File: src/rtl/hazard_if.sv
// Pipeline-register control bundle between the datapath (master) and hazard_ctrl (slave).
// Carries register IDs, write enables, stall/flush controls, forwarding selects and counters.
interface hazard_if #(
  parameter int CNT_W = 32
);
  logic [4:0]       Rs1D, Rs2D, Rs1E, Rs2E, RdE, RdM, RdW;
  logic [1:0]       ResultSrcE;
  logic             RegWriteE, RegWriteM, RegWriteW, PCSrcE;
  logic             StallF, StallD, FlushD, FlushE;
  logic [1:0]       ForwardAE, ForwardBE;
  logic [CNT_W-1:0] stall_cnt, flush_cnt;

  modport master (
    output Rs1D, Rs2D, Rs1E, Rs2E, RdE, RdM, RdW, ResultSrcE,
           RegWriteE, RegWriteM, RegWriteW, PCSrcE,
    input  StallF, StallD, FlushD, FlushE, ForwardAE, ForwardBE,
           stall_cnt, flush_cnt
  );

  modport slave (
    input  Rs1D, Rs2D, Rs1E, Rs2E, RdE, RdM, RdW, ResultSrcE,
           RegWriteE, RegWriteM, RegWriteW, PCSrcE,
    output StallF, StallD, FlushD, FlushE, ForwardAE, ForwardBE,
           stall_cnt, flush_cnt
  );
endinterface

File: src/rtl/hazard_ctrl.sv
// Load-use stall, taken-branch flush and EX-stage forwarding control for a 5-stage pipeline,
// with saturating stall/flush event counters.
module hazard_ctrl #(
  parameter int LOAD_STALL_CYCLES = 1,
  parameter int CNT_W             = 32
) (
  input  logic     clk,
  input  logic     rst,
  hazard_if.slave  hz
);

  typedef enum logic {RUN, STALL} state_e;

  localparam logic [3:0] BUB_INIT =
    (LOAD_STALL_CYCLES > 1) ? 4'(LOAD_STALL_CYCLES - 2) : 4'd0;

  state_e           state_q;
  logic [3:0]       bub_q;
  logic [CNT_W-1:0] stall_cnt_q, stall_cnt_d;
  logic [CNT_W-1:0] flush_cnt_q, flush_cnt_d;

  logic             lw_hit;
  logic             hold;
  logic             flush_dec;
  logic             flush_ex;

  logic [4:0]       rs_e [2];
  logic [1:0]       fwd_sel [2];

  assign lw_hit = hz.RegWriteE && (hz.ResultSrcE == 2'b01) && (hz.RdE != 5'd0) &&
                  ((hz.RdE == hz.Rs1D) || (hz.RdE == hz.Rs2D));

  // A taken branch squashes whatever the stall logic wanted this cycle.
  always_comb begin
    hold      = 1'b0;
    flush_dec = 1'b0;
    flush_ex  = 1'b0;
    if (!rst) begin
      if (hz.PCSrcE) begin
        flush_dec = 1'b1;
        flush_ex  = 1'b1;
      end else if (state_q == STALL || lw_hit) begin
        hold     = 1'b1;
        flush_ex = 1'b1;
      end
    end
  end

  assign rs_e[0] = hz.Rs1E;
  assign rs_e[1] = hz.Rs2E;

  // MEM has the younger value, so it wins over WB; x0 is never forwarded.
  generate
    for (genvar gi = 0; gi < 2; gi++) begin : g_fwd
      always_comb begin
        fwd_sel[gi] = 2'b00;
        if (!rst) begin
          if (hz.RegWriteM && hz.RdM != 5'd0 && hz.RdM == rs_e[gi])
            fwd_sel[gi] = 2'b10;
          else if (hz.RegWriteW && hz.RdW != 5'd0 && hz.RdW == rs_e[gi])
            fwd_sel[gi] = 2'b01;
        end
      end
    end
  endgenerate

  always_ff @(posedge clk) begin
    if (rst) begin
      state_q <= RUN;
      bub_q   <= 4'd0;
    end else if (hz.PCSrcE) begin
      state_q <= RUN;
      bub_q   <= 4'd0;
    end else begin
      case (state_q)
        RUN: begin
          if (lw_hit && LOAD_STALL_CYCLES > 1) begin
            state_q <= STALL;
            bub_q   <= BUB_INIT;
          end
        end
        STALL: begin
          if (bub_q == 4'd0) state_q <= RUN;
          else               bub_q   <= bub_q - 4'd1;
        end
        default: state_q <= RUN;
      endcase
    end
  end

  assign stall_cnt_d = (hold && stall_cnt_q != '1) ? stall_cnt_q + CNT_W'(1) : stall_cnt_q;
  assign flush_cnt_d = (hz.PCSrcE && flush_cnt_q != '1) ? flush_cnt_q + CNT_W'(1) : flush_cnt_q;

  always_ff @(posedge clk) begin
    if (rst) begin
      stall_cnt_q <= '0;
      flush_cnt_q <= '0;
    end else begin
      stall_cnt_q <= stall_cnt_d;
      flush_cnt_q <= flush_cnt_d;
    end
  end

  assign hz.StallF    = hold;
  assign hz.StallD    = hold;
  assign hz.FlushD    = flush_dec;
  assign hz.FlushE    = flush_ex;
  assign hz.ForwardAE = fwd_sel[0];
  assign hz.ForwardBE = fwd_sel[1];
  assign hz.stall_cnt = stall_cnt_q;
  assign hz.flush_cnt = flush_cnt_q;

endmodule
File: src/flat_wrapper.sv
// flat-port wrapper written by rule: the top's interface ports become plain ports
module hazard_ctrl_flat 
#(
  parameter int LOAD_STALL_CYCLES = 1,
  parameter int CNT_W             = 32
)
  (clk, rst, hz_Rs1D, hz_Rs2D, hz_Rs1E, hz_Rs2E, hz_RdE, hz_RdM, hz_RdW, hz_ResultSrcE, hz_RegWriteE, hz_RegWriteM, hz_RegWriteW, hz_PCSrcE, hz_StallF, hz_StallD, hz_FlushD, hz_FlushE, hz_ForwardAE, hz_ForwardBE, hz_stall_cnt, hz_flush_cnt);
  hazard_if #(.CNT_W(CNT_W)) hz_i ();
  input  logic clk;
  input  logic rst;
  input wire logic [$bits(hz_i.Rs1D)-1:0] hz_Rs1D;
  input wire logic [$bits(hz_i.Rs2D)-1:0] hz_Rs2D;
  input wire logic [$bits(hz_i.Rs1E)-1:0] hz_Rs1E;
  input wire logic [$bits(hz_i.Rs2E)-1:0] hz_Rs2E;
  input wire logic [$bits(hz_i.RdE)-1:0] hz_RdE;
  input wire logic [$bits(hz_i.RdM)-1:0] hz_RdM;
  input wire logic [$bits(hz_i.RdW)-1:0] hz_RdW;
  input wire logic [$bits(hz_i.ResultSrcE)-1:0] hz_ResultSrcE;
  input wire logic [$bits(hz_i.RegWriteE)-1:0] hz_RegWriteE;
  input wire logic [$bits(hz_i.RegWriteM)-1:0] hz_RegWriteM;
  input wire logic [$bits(hz_i.RegWriteW)-1:0] hz_RegWriteW;
  input wire logic [$bits(hz_i.PCSrcE)-1:0] hz_PCSrcE;
  output wire logic [$bits(hz_i.StallF)-1:0] hz_StallF;
  output wire logic [$bits(hz_i.StallD)-1:0] hz_StallD;
  output wire logic [$bits(hz_i.FlushD)-1:0] hz_FlushD;
  output wire logic [$bits(hz_i.FlushE)-1:0] hz_FlushE;
  output wire logic [$bits(hz_i.ForwardAE)-1:0] hz_ForwardAE;
  output wire logic [$bits(hz_i.ForwardBE)-1:0] hz_ForwardBE;
  output wire logic [$bits(hz_i.stall_cnt)-1:0] hz_stall_cnt;
  output wire logic [$bits(hz_i.flush_cnt)-1:0] hz_flush_cnt;
  assign hz_i.Rs1D = hz_Rs1D;
  assign hz_i.Rs2D = hz_Rs2D;
  assign hz_i.Rs1E = hz_Rs1E;
  assign hz_i.Rs2E = hz_Rs2E;
  assign hz_i.RdE = hz_RdE;
  assign hz_i.RdM = hz_RdM;
  assign hz_i.RdW = hz_RdW;
  assign hz_i.ResultSrcE = hz_ResultSrcE;
  assign hz_i.RegWriteE = hz_RegWriteE;
  assign hz_i.RegWriteM = hz_RegWriteM;
  assign hz_i.RegWriteW = hz_RegWriteW;
  assign hz_i.PCSrcE = hz_PCSrcE;
  assign hz_StallF = hz_i.StallF;
  assign hz_StallD = hz_i.StallD;
  assign hz_FlushD = hz_i.FlushD;
  assign hz_FlushE = hz_i.FlushE;
  assign hz_ForwardAE = hz_i.ForwardAE;
  assign hz_ForwardBE = hz_i.ForwardBE;
  assign hz_stall_cnt = hz_i.stall_cnt;
  assign hz_flush_cnt = hz_i.flush_cnt;
  hazard_ctrl #(.LOAD_STALL_CYCLES(LOAD_STALL_CYCLES), .CNT_W(CNT_W)) u_core (.clk(clk), .rst(rst), .hz(hz_i));
endmodule
File: config.mk
export PLATFORM = sky130hd
export DESIGN_NAME = hazard_ctrl_flat
export DESIGN_NICKNAME = d
export VERILOG_FILES = /design/src/rtl/hazard_if.sv /design/src/rtl/hazard_ctrl.sv /design/src/flat_wrapper.sv
export SDC_FILE = /design/constraint.sdc
export NUM_CORES = 1
export LEC_CHECK = 0
export BUFFER_PORTS_ARGS = -buffer_cell sky130_fd_sc_hd__buf_2
export CAP_MARGIN = 10
export CORE_ASPECT_RATIO = 0.9
export CORE_MARGIN = 2
export CORE_UTILIZATION = 45
export DETAILED_ROUTE_END_ITERATION = 16
export PLACE_DENSITY = 0.77
export SLEW_MARGIN = 40
export SYNTH_ARGS = -nofsm -noshare
export SYNTH_HDL_FRONTEND = slang
export SYNTH_SLANG_ARGS = --single-unit
File: constraint.sdc
create_clock -name clk -period 5.48 [get_ports clk]
set_clock_uncertainty 0.2 [all_clocks]
set_input_delay 0 -clock clk [delete_from_list [all_inputs] [get_ports clk]]
set_output_delay 0 -clock clk [all_outputs]
set_load 0.01 [all_outputs]
# Word-level counts from Yosys, hierarchy flattened
# Cells that the tools add are included.
word_totals:
  reg_bits: 69
  input_bits: 43
  output_inout_bits: 72
classes:
  n_addsub: 3
  n_eq_ne: 9
  mux: 14
  bitwise: 2
  reduce_logical: 20
ops:
  columns: ["operator", "n"]
  rows:
  - ["$add 32x1->32 const B", 2]
  - ["$ne 32x32->1 const B", 2]
  - ["$eq 5x5->1", 6]
  - ["$reduce_bool 5->1", 3]
  - ["$logic_and 1x1->1", 11]
  - ["$mux 1", 10]
  - ["$mux 2", 4]
  - ["$logic_not 4->1", 1]
  - ["$sub 4x1->4 const B", 1]
  - ["$reduce_or 3->1", 1]
  - ["$eq 2x1->1 const B", 1]
  - ["$logic_or 1x1->1", 2]
  - ["$not 1->1", 2]
  - ["$reduce_and 2->1", 1]
  - ["$reduce_or 2->1", 1]

# Depth between registers and ports, before layout
# Gate-level depths: netlist (run 1).
logic_depth:
  ltp_word: 9
  mapped_depth: 9
  mapped_depth_nobuf: 7

# Least setup slack after synthesis (run 1)
# No wires, ideal clock.
synth_timing:
  path_kind: "flip-flop to flip-flop"
  from: "register u_core.stall_cnt_q[8], in the netlist u_core.hz.stall_cnt[8]"
  to: "register u_core.stall_cnt_q[7], in the netlist u_core.hz.stall_cnt[7]"
  arrival_ns: 2.120
  setup_slack_ns: 3.038
  stages_incl_launch_ff: 8
  synth_period_minus_slack_ns: 2.442
  cell_sequence: "dfxtp_1 -> and4_4 -> nand4_1 -> or4b_1 -> and3b_1 -> buf_6 -> and3b_4 -> mux2_4"
synth_between:
  elab_chain_len: 2
synth_lines:
  columns: ["item", "line_no", "rtl"]
  rows:
  - ["start, declared", "hazard_ctrl.sv:19", "logic [CNT_W-1:0] stall_cnt_q, stall_cnt_d;"]
  - ["start signal, assigned", "hazard_ctrl.sv:99", "stall_cnt_q <= stall_cnt_d;"]
  - ["$ne 32x32->1", "hazard_ctrl.sv:91", "assign stall_cnt_d = (hold && stall_cnt_q != '1) ? stall_cnt_q + CNT_W'(1) : stall_cnt_q;"]
  - ["$logic_and 1x1->1", "hazard_ctrl.sv:91", null]
# Every way passes these cells.
# A chain may end at the register's enable or synchronous reset.

# Worst setup path in the final report (run 1)
layout_timing:
  from: "input rst"
  to: "output hz_StallD"
layout_between:
  elab_chain_len: 1
layout_lines:
  columns: ["item", "line_no", "rtl"]
  rows:
  - ["start, declared", "flat_wrapper.sv:10", "input logic rst;"]
  - ["$mux 1", "hazard_ctrl.sv:38", "if (!rst) begin"]
  - ["end, declared", "flat_wrapper.sv:24", "output wire logic [$bits(hz_i.StallD)-1:0] hz_StallD;"]
# Every way passes these cells.

==> results.toml, run 1 <==
[worst_setup_path]
cp-startpoint = "rst"
crit_end = "hz_StallD"
reg2reg_depth = 6
crit_required_ns = 5.28
cp_max_fo = 38
r2r-start = "u_core.hz.stall_cnt[9]$_SDFFE_PP0P_"
crit_arrival_ns = 2.78
r2r_end = "u_core.hz.stall_cnt[7]$_SDFFE_PP0P_"
path_class = "input port to primary output"
crit_path_start_kind = "input port"
endpoint_kind = "primary output"
rrSetupSlack_ns = 2.75

[sta]
layout_setup_ws_ns = 2.50
setup-violations-final = 0
rsz0062_at_grt = "no"
period_needed_ns = 2.98
fin_crit_sh = 0.543
worst_pin_slew_ns = 0.785
drv_slew = 0
timing.fmax_mhz = 336
fin_tns_setup_ns = 0
slew_headroom = 0.475
hold_viol = 0

[placement]
dp_hpwl_um = 7150
portBuffers = 114
dp_slack_ns = 2.79
place.gp.congestion = 0.885
placedCellCount = 666

[grt]
grt_pass1_wl_um = 16100
antenna_found_initial = 0
grt_use_total = 0.213
grt_start_max_net_pins = 39
grt_pass1_vias = 3621
grt_overflow = 0

[clock_network]
clk_pin_slew_worst_paths_ns = 0.07
cts.sinks = 69
cts_resized = 0
clock-root-buffer = "clkbuf_8"
clock_latency_ns = 0.34
ctsHtreeMaxLevel = 3
cts_max_path_buffers = 2
cts_tree = "done"
cts_buffers = 9

[power_and_ir_drop]
p_leak_nw = 1.85
peakVddDrop_mv = 0.0993
p_per_area_nw_per_um2 = 198
combPwrFrac = 0.084
pwr-share-seq = 0.550
p_int_mw = 0.693
p_total_mw = 0.918
power_switching_mw = 0.225
clkPwrFrac = 0.365
switching_share = 0.245

[synthesis]
synth_nets = 515
synth_cells = 469
synth_area_um2 = 3830
ys_warn_count = 0
yosys.cell_types.count = 52
ys_seq_area_frac = 0.361
synth_edf_count = 0
synth_area_per_cell_um2 = 8.16
ys_ff_latch = 69
async_flop_share = 0
ys.flop_type = "dfxtp_1"

[detailed_routing]
drc = 0
wire_per_inst_um = 14.3
drt-total-wl_um = 9740
first_pass_iters = 4
postRouteAntennaNets = 0
vias_per_cell = 5.63
drt_iter0_drc = 219
via_count = 3837

[die]
rows = 31
die_h_um = 91.5
io-pin-count = 115
dieWidth_um = 101
start_util = 0.470
dieArea_um2 = 9260
fp.coreArea_um2 = 8150

[final_layout]
drive_gt1_frac = 0.254
instances_no_fill = 682
syn2layout_area_growth_pct = 20.9
diodes = 0
layout.nets = 626

[job]
cap_violations = 0

[outcome]
outcome = "complete, no violations"

[hold_path]
holdCritPathClass = "input port to flop"
## Yosys cell counts, drive strengths merged (13+ instances only)
master | number | area [um2]
a21oi | 24 | 120
dfxtp | 69 | 1380
inv | 16 | 60.1
nand2 | 32 | 120
nand3 | 31 | 155
nand4 | 17 | 106
nor2 | 60 | 225
nor4 | 17 | 106
o21ai | 13 | 65.1
or4 | 14 | 108
xnor2 | 40 | 350
xor2 | 20 | 175
## area by class of cell
class | count | area, um2
sequential | 69 | 1380
clock buffer | 11 | 131
inverter | 16 | 60.1
multi-input combinational | 366 | 2310
fill | 788 | 3520
clock inverter | 3 | 15.0
timing repair buffer | 118 | 606
tap | 99 | 124
## kinds of logic (layout without fill, tap and decap cells)
family          after synthesis  count (layout)  synth area share
xor+xnor                     60              60             0.137
compound gates               61              61             0.101
simple gates                229             229             0.316
fa+ha+maj                     3               3           0.00981
mux                          13              13            0.0379
buf+inv                      34             148            0.0373
flops                        69              69             0.361
## flip-flops by register name, summed over array words and instances, names as in the netlist
register,cells
u_core.hz.flush_cnt,32
u_core.hz.stall_cnt,32
u_core.state_q,1
u_core.bub_q,4
## layer usage
layer  track usage  vias up  wire length, um
met4        0.0788        0              180
met2         0.350      115             4590
li1              -     1910                -
met5             0        -                0
met3        0.0608       17              598
met1         0.262     1795             4370
## how the worst min path moves through the flow
stage	from	to	slack, ns	cells past startpoint
after detailed placement	hz_PCSrcE	u_core.hz.flush_cnt[1]$_SDFFE_PP0P_	0.13	3
after CTS	hz_ResultSrcE[1]	u_core.hz.stall_cnt[31]$_SDFFE_PP0P_	0.02	4
final	hz_ResultSrcE[1]	u_core.hz.stall_cnt[31]$_SDFFE_PP0P_	0.06	4
after global placement	hz_PCSrcE	u_core.hz.flush_cnt[1]$_SDFFE_PP0P_	0.12	3
after floorplan	hz_PCSrcE	u_core.hz.flush_cnt[1]$_SDFFE_PP0P_	-0.04	2
after global routing	hz_ResultSrcE[1]	u_core.hz.stall_cnt[31]$_SDFFE_PP0P_	0.09	4
## power groups by stage
stage | sequential [mW] | combinational (mW) | clock, mW
after floorplan | 0.517 | 0.0421 | 0
after global placement | 0.517 | 0.0731 | 0
after detailed placement | 0.517 | 0.0761 | 0
after CTS | 0.505 | 0.0773 | 0.345
after global routing | 0.505 | 0.0850 | 0.371
final | 0.505 | 0.0774 | 0.336
## per-stage QoR
stage,instance area (um2),hold slack [ns],utilization
2_1_floorplan,3830,-0.0400,-
3_3_place_gp,4450,0.120,0.547
3_5_place_dp,4460,0.127,0.548
4_1_cts,4630,0.0190,0.568
5_1_grt,4630,0.0905,0.568
6_report,4630,0.0569,0.568
## placed cells by master (no fill, tap or decap), types with 3 or more instances in the layout
cell type,Yosys,final
buf_2,3,114
or3_1,11,11
nor4_1,17,17
clkinv_2,0,3
and3_1,10,10
dfxtp_1,69,69
nand2_1,32,32
nor2b_1,8,8
nand4_1,17,17
mux2_2,8,8
mux2i_1,4,4
a21oi_1,24,24
nor3_1,11,11
and4_1,4,4
nand3_1,31,31
ha_1,3,3
or4_1,12,12
xor2_1,20,20
xnor2_1,40,40
o21ai_0,13,13
o31ai_1,10,10
inv_1,16,16
clkbuf_8,0,9
nor2_1,60,60
and2_1,3,3
## critical path, stage by stage
cell and delay [ns]:
dlygate4sd3_1 0.55, buf_2 0.57, buf_4 0.46, inv_1 0.23, nand2_1 0.63, nor2_1 0.14, buf_2 0.18
## timing repair
action                                 4_1_cts  5_1_grt
endpoints found under the hold margin        7        0
setup buffers                                0        0
hold buffers                                 2        0
Power figures use the tool's default switching activity.
==> run 2: changes to the inputs <==
==> constraint.sdc (replaced) <==
create_clock -name clk -period 2.8 [get_ports clk]
set_clock_uncertainty 0.2 [all_clocks]
set_input_delay 0 -clock clk [delete_from_list [all_inputs] [get_ports clk]]
set_output_delay 0 -clock clk [all_outputs]
set_load 0.01 [all_outputs]
==> run 2 against run 1 <==
Cell area grew 2.1%. Sequential power grew 96%. Utilization grew 1.2 points. Combinational power grew 99%. Non-clock buffer count grew 5. Count of clock-buffer cells in the layout is the same. Global-route usage grew 0.63 points. Wire length grew 1.1%. Setup slack lost 2.4 ns. Critical path type is now flop to flop.
==> results.toml, run 2 (synthesis results as in run 1) <==
[worst_setup_path]
crit_arrival_ns = 2.69
crit_family = "simple AND/OR/NAND/NOR gates"
cp-startpoint = "u_core.hz.stall_cnt[8]$_SDFFE_PP0P_"
crit_end = "u_core.hz.stall_cnt[7]$_SDFFE_PP0P_"
crit_cells = 6
rrSetupSlack_ns = 0.14
path_class = "flop to flop"
endpoint_kind = "flop"
crit_chain = "and4_4, nand4_1, or4b_1, and3b_2, and3b_4, mux2_4"
cp_max_fo = 9
r2r_end = "u_core.hz.stall_cnt[7]$_SDFFE_PP0P_"
crit_path_start_kind = "flop"
crit_buf_inv = 0
crit_required_ns = 2.84
reg2reg_depth = 6
slowest_delay_ns = 0.60
r2r-start = "u_core.hz.stall_cnt[8]$_SDFFE_PP0P_"
critical-path-slowest-cell = "or4b_1"

[grt]
grt_use_total = 0.219
grt_pass1_wl_um = 16500
grt_overflow = 0
grt_start_max_net_pins = 73
antenna_found_initial = 0
grt.met2_usage = 0.359
grt_pass1_vias = 3648
busiest_layer = "met2"
use_met1 = 0.271
grt.met3_usage = 0.0562

[final_layout]
fill_cells = 763
seq_area_um2 = 1380
syn2layout_area_growth_pct = 23.4
fin_area_um2 = 4720
final_cell_mix = "buf_2, dfxtp_1, nor2_1"
layout_commonest_cell = "buf_2"
layout.nets = 631
drive_gt1_frac = 0.266
multi_input_area_um2 = 2300
diodes = 0

[clock_network]
cts_buffers = 9
clk_pin_slew_worst_paths_ns = 0.08
post_cts_buffers = 0
clock-root-buffer = "clkbuf_8"
ctsHtreeMaxLevel = 3
clock_latency_ns = 0.35
cts_max_path_buffers = 2
cts.sinks = 69
cts_tree = "done"

[die]
fp.coreArea_um2 = 8150
io-pin-count = 115
start_util = 0.470
rows = 31
die_h_um = 91.5
dieArea_um2 = 9260
dieWidth_um = 101

[sta]
timing.fmax_mhz = 377
drv_slew = 0
rsz0062_at_grt = "no"
setup-violations-final = 0
fin_tns_setup_ns = 0
worst_pin_slew_ns = 0.735
slew_headroom = 0.510
layout_setup_ws_ns = 0.144
period_needed_ns = 2.66
hold_viol = 0
fin_crit_sh = 0.948

[job]
cap_violations = 0

[power_and_ir_drop]
peakVddDrop_mv = 0.283
p_per_area_nw_per_um2 = 421
p_leak_nw = 1.90

[placement]
place_area_um2 = 4490
portBuffers = 114
place.gp.congestion = 0.882
dp_slack_ns = 0.171
dp_hpwl_um = 7210

[detailed_routing]
drt-total-wl_um = 9850
drc = 0
vias_per_cell = 5.60
first_pass_iters = 4
via_count = 3861
wire_per_inst_um = 14.3
postRouteAntennaNets = 0
drt_iter0_drc = 259

[outcome]
outcome = "complete, no violations"

[hold_path]
holdCritPathClass = "input port to flop"
==> run 2: cell types whose count changed in the layout (fill, tap and decap cells not counted), moves of 2 or more <==
cell	before	now
buf_4	2	7
clkbuf_1	2	0
clkbuf_8	9	11
clkinv_2	3	1
clkinvlp_4	0	2
==> run 2: area by class of cell <==
type | count | share of cell area
well taps | 99 | 0.0262
inverters | 16 | 0.0127
flip-flops and latches | 69 | 0.292
clock buffers | 11 | 0.0321
multi-input cells | 366 | 0.488
repair buffers | 123 | 0.136
clock inverters | 5 | 0.0125
==> run 2: worst min-delay path by stage <==
stage / depth (start not counted) / slack, ns / end / from
2_1_floorplan: 2 / -0.04 / u_core.hz.flush_cnt[1]$_SDFFE_PP0P_ / hz_PCSrcE
3_3_place_gp: 3 / 0.12 / u_core.hz.flush_cnt[1]$_SDFFE_PP0P_ / hz_PCSrcE
3_5_place_dp: 3 / 0.13 / u_core.hz.flush_cnt[1]$_SDFFE_PP0P_ / hz_PCSrcE
4_1_cts: 4 / 0.06 / u_core.hz.stall_cnt[31]$_SDFFE_PP0P_ / hz_ResultSrcE[1]
5_1_grt: 4 / 0.09 / u_core.hz.stall_cnt[31]$_SDFFE_PP0P_ / hz_ResultSrcE[1]
6_report: 4 / 0.1 / u_core.hz.stall_cnt[31]$_SDFFE_PP0P_ / hz_ResultSrcE[1]
==> run 2: per-layer routing <==
layer	up-vias	part of all wire
li1	1914	-
met4	0	0.023
met1	1798	0.43
met3	23	0.060
met2	126	0.49
met5	-	0
==> run 2: per-stage QoR <==
stage | instances | hold WS [ns] | total power, mW | util
global route | 689 | 0.0900 | 2.07 | 0.580
floorplan | 469 | -0.0400 | 1.09 | -
global placement | 671 | 0.124 | 1.16 | 0.551
finish | 689 | 0.0953 | 1.99 | 0.580
detailed placement | 671 | 0.128 | 1.16 | 0.551
CTS | 689 | 0.0598 | 2.02 | 0.580
==> run 2: report_power, final <==
part	total, mW	switching, mW	internal (mW)	leakage (nW)
combinational	0.154	0.0883	0.0654	1.24
clock	0.848	0.388	0.460	0.102
sequential	0.988	0.00467	0.983	0.556
total	1.99	0.481	1.51	1.90
==> run 2: what timing repair did <==
action,CTS,global route
resized for setup,0,1
setup endpoints to repair,0,1
hold buffers,2,0
endpoints found under the hold margin,6,0
==> run 2: worst reg2reg max path, stage by stage (launching register included) <==
cell and delay, ns:
dfxtp_1 0.45, and4_4 0.29, nand4_1 0.20, or4b_1 0.60
and3b_2 0.30, and3b_4 0.21, mux2_4 0.29
==> run 3: changes to the inputs <==
--- a/config.mk
+++ b/config.mk
@@ -7,11 +7,13 @@
 export LEC_CHECK = 0
 export BUFFER_PORTS_ARGS = -buffer_cell sky130_fd_sc_hd__buf_2
 export CAP_MARGIN = 10
+export CELL_PAD_IN_SITES_DETAIL_PLACEMENT = 1
+export CELL_PAD_IN_SITES_GLOBAL_PLACEMENT = 1
 export CORE_ASPECT_RATIO = 0.9
 export CORE_MARGIN = 2
-export CORE_UTILIZATION = 45
+export CORE_UTILIZATION = 37
 export DETAILED_ROUTE_END_ITERATION = 16
-export PLACE_DENSITY = 0.77
+export PLACE_DENSITY = 0.85
 export SLEW_MARGIN = 40
 export SYNTH_ARGS = -nofsm -noshare
 export SYNTH_HDL_FRONTEND = slang
==> run 3 against run 2 <==
Critical path type unchanged. Register-to-register slack improved by 0.03 ns. Critical endpoint unchanged. Die area grew 21%. Power grew 8.5%. Setup slack better by 0.027 ns. Cell area is 2.0% higher.
==> results.toml, run 3 (synthesis results as in run 1) <==
[final_layout]
syn2layout_area_growth_pct = 25.9
postLayoutCoreUtil = 0.474
diodes = 0
final_cell_mix = "buf_2, dfxtp_1, nor2_1"
fin_area_um2 = 4820
drive_gt1_frac = 0.264
layout.nets = 632
layout_commonest_cell = "buf_2"

[power_and_ir_drop]
peakVddDrop_mv = 0.245
combPwrFrac = 0.073
p_per_area_nw_per_um2 = 448
p_int_mw = 1.64
switching_share = 0.238
clkPwrFrac = 0.469
p_leak_nw = 1.93
power_switching_mw = 0.514
pwr-share-seq = 0.459

[placement]
dp_hpwl_um = 8600
place.gp.congestion = 0.846
dp_slack_ns = 0.189
place_area_um2 = 4540
portBuffers = 114

[sta]
period_needed_ns = 2.63
worst_pin_slew_ns = 0.574
fin_crit_sh = 0.939
whs_ns = 0.0664
setup-violations-final = 0
hold_viol = 0
timing.fmax_mhz = 381
drv_slew = 0
rsz0062_at_grt = "no"
fin_tns_setup_ns = 0
slew_headroom = 0.615
layout_setup_ws_ns = 0.172

[hold_path]
holdCritPathClass = "input port to flop"

[clock_network]
clk_pin_slew_worst_paths_ns = 0.06
clock_latency_ns = 0.32
cts_tree = "done"
post_cts_buffers = 0
cts_resized = 0
cts_max_path_buffers = 2
cts.hold.buffers_added = 2
clock-root-buffer = "clkbuf_16"
cts_buffers = 9
ctsHtreeMaxLevel = 3
cts.sinks = 69

[detailed_routing]
drt-total-wl_um = 11500
wire_per_inst_um = 15.9
drc = 0
postRouteAntennaNets = 0
drt_iter0_drc = 159
via_count = 3940
vias_per_cell = 5.47
first_pass_iters = 6

[die]
rows = 35
io-pin-count = 115
dieArea_um2 = 11200
fp.coreArea_um2 = 10200
dieWidth_um = 111
die_h_um = 100
start_util = 0.377

[grt]
grt.met3_usage = 0.0385
grt_start_max_net_pins = 42
busiest_layer = "met2"
grt_overflow = 0
grt_use_total = 0.206
use_met1 = 0.262
grt_pass1_wl_um = 19300
antenna_found_initial = 0
grt_pass1_vias = 3938
grt.met2_usage = 0.367

[outcome]
outcome = "complete, no violations"

[worst_setup_path]
endpoint_kind = "flop"
crit_family = "simple AND/OR/NAND/NOR gates"
critical-path-slowest-cell = "or4b_1"
path_class = "flop to flop"
crit_path_start_kind = "flop"
cp_max_fo = 9
crit_chain = "and4_4, nand4_1, or4b_1, and3b_1, and3b_4, mux2_4"
crit_buf_inv = 0
slowest_delay_ns = 0.59
crit_arrival_ns = 2.64
crit_required_ns = 2.81

[job]
cap_violations = 0
run 3: power groups by stage:
stage          registers [mW]  logic, mW  clock network, mW
3_5_place_dp             1.01      0.155                  0
2_1_floorplan            1.01     0.0825                  0
4_1_cts                 0.989      0.158               1.04
5_1_grt                 0.989      0.173               1.09
3_3_place_gp             1.01      0.148                  0
6_report                0.989      0.157               1.01
run 3: stage by stage:
step	total power [mW]	cells
detailed placement	1.17	702
CTS	2.19	720
floorplan	1.09	469
global route	2.25	720
global placement	1.16	702
finish	2.16	720
run 3: final timing paths:
check                                                       endpoint  slack [ns]                                start  depth (start not counted)
worst max-delay path             u_core.hz.stall_cnt[7]$_SDFFE_PP0P_        0.17  u_core.hz.stall_cnt[8]$_SDFFE_PP0P_                          6
worst min-delay path            u_core.hz.stall_cnt[31]$_SDFFE_PP0P_        0.07                     hz_ResultSrcE[1]                          4
worst max register to register   u_core.hz.stall_cnt[7]$_SDFFE_PP0P_        0.17  u_core.hz.stall_cnt[8]$_SDFFE_PP0P_                          6
worst min register to register   u_core.hz.stall_cnt[5]$_SDFFE_PP0P_        0.29  u_core.hz.stall_cnt[5]$_SDFFE_PP0P_                          1
run 3: final cells by class:
class | count | area (um2)
multi-input combinational | 366 | 2310
inverter | 16 | 60.1
timing repair buffer | 124 | 651
tap | 129 | 161
sequential | 69 | 1380
fill | 1293 | 5340
clock inverter | 5 | 27.5
clock buffer | 11 | 233
run 3: routing by layer:
layer / wire (um) / part of all wire / up-vias
li1: - / - / 1916
met1: 5170 / 0.45 / 1932
met2: 5760 / 0.50 / 86
met3: 429 / 0.037 / 6
met4: 88 / 0.0077 / 0
met5: 0 / 0 / -
run 3: worst register-to-register path: stages (launching register included):
cell and delay (ns):
dfxtp_1 0.43, and4_4 0.28, nand4_1 0.18, or4b_1 0.59, and3b_1 0.31, and3b_4 0.25, mux2_4 0.28
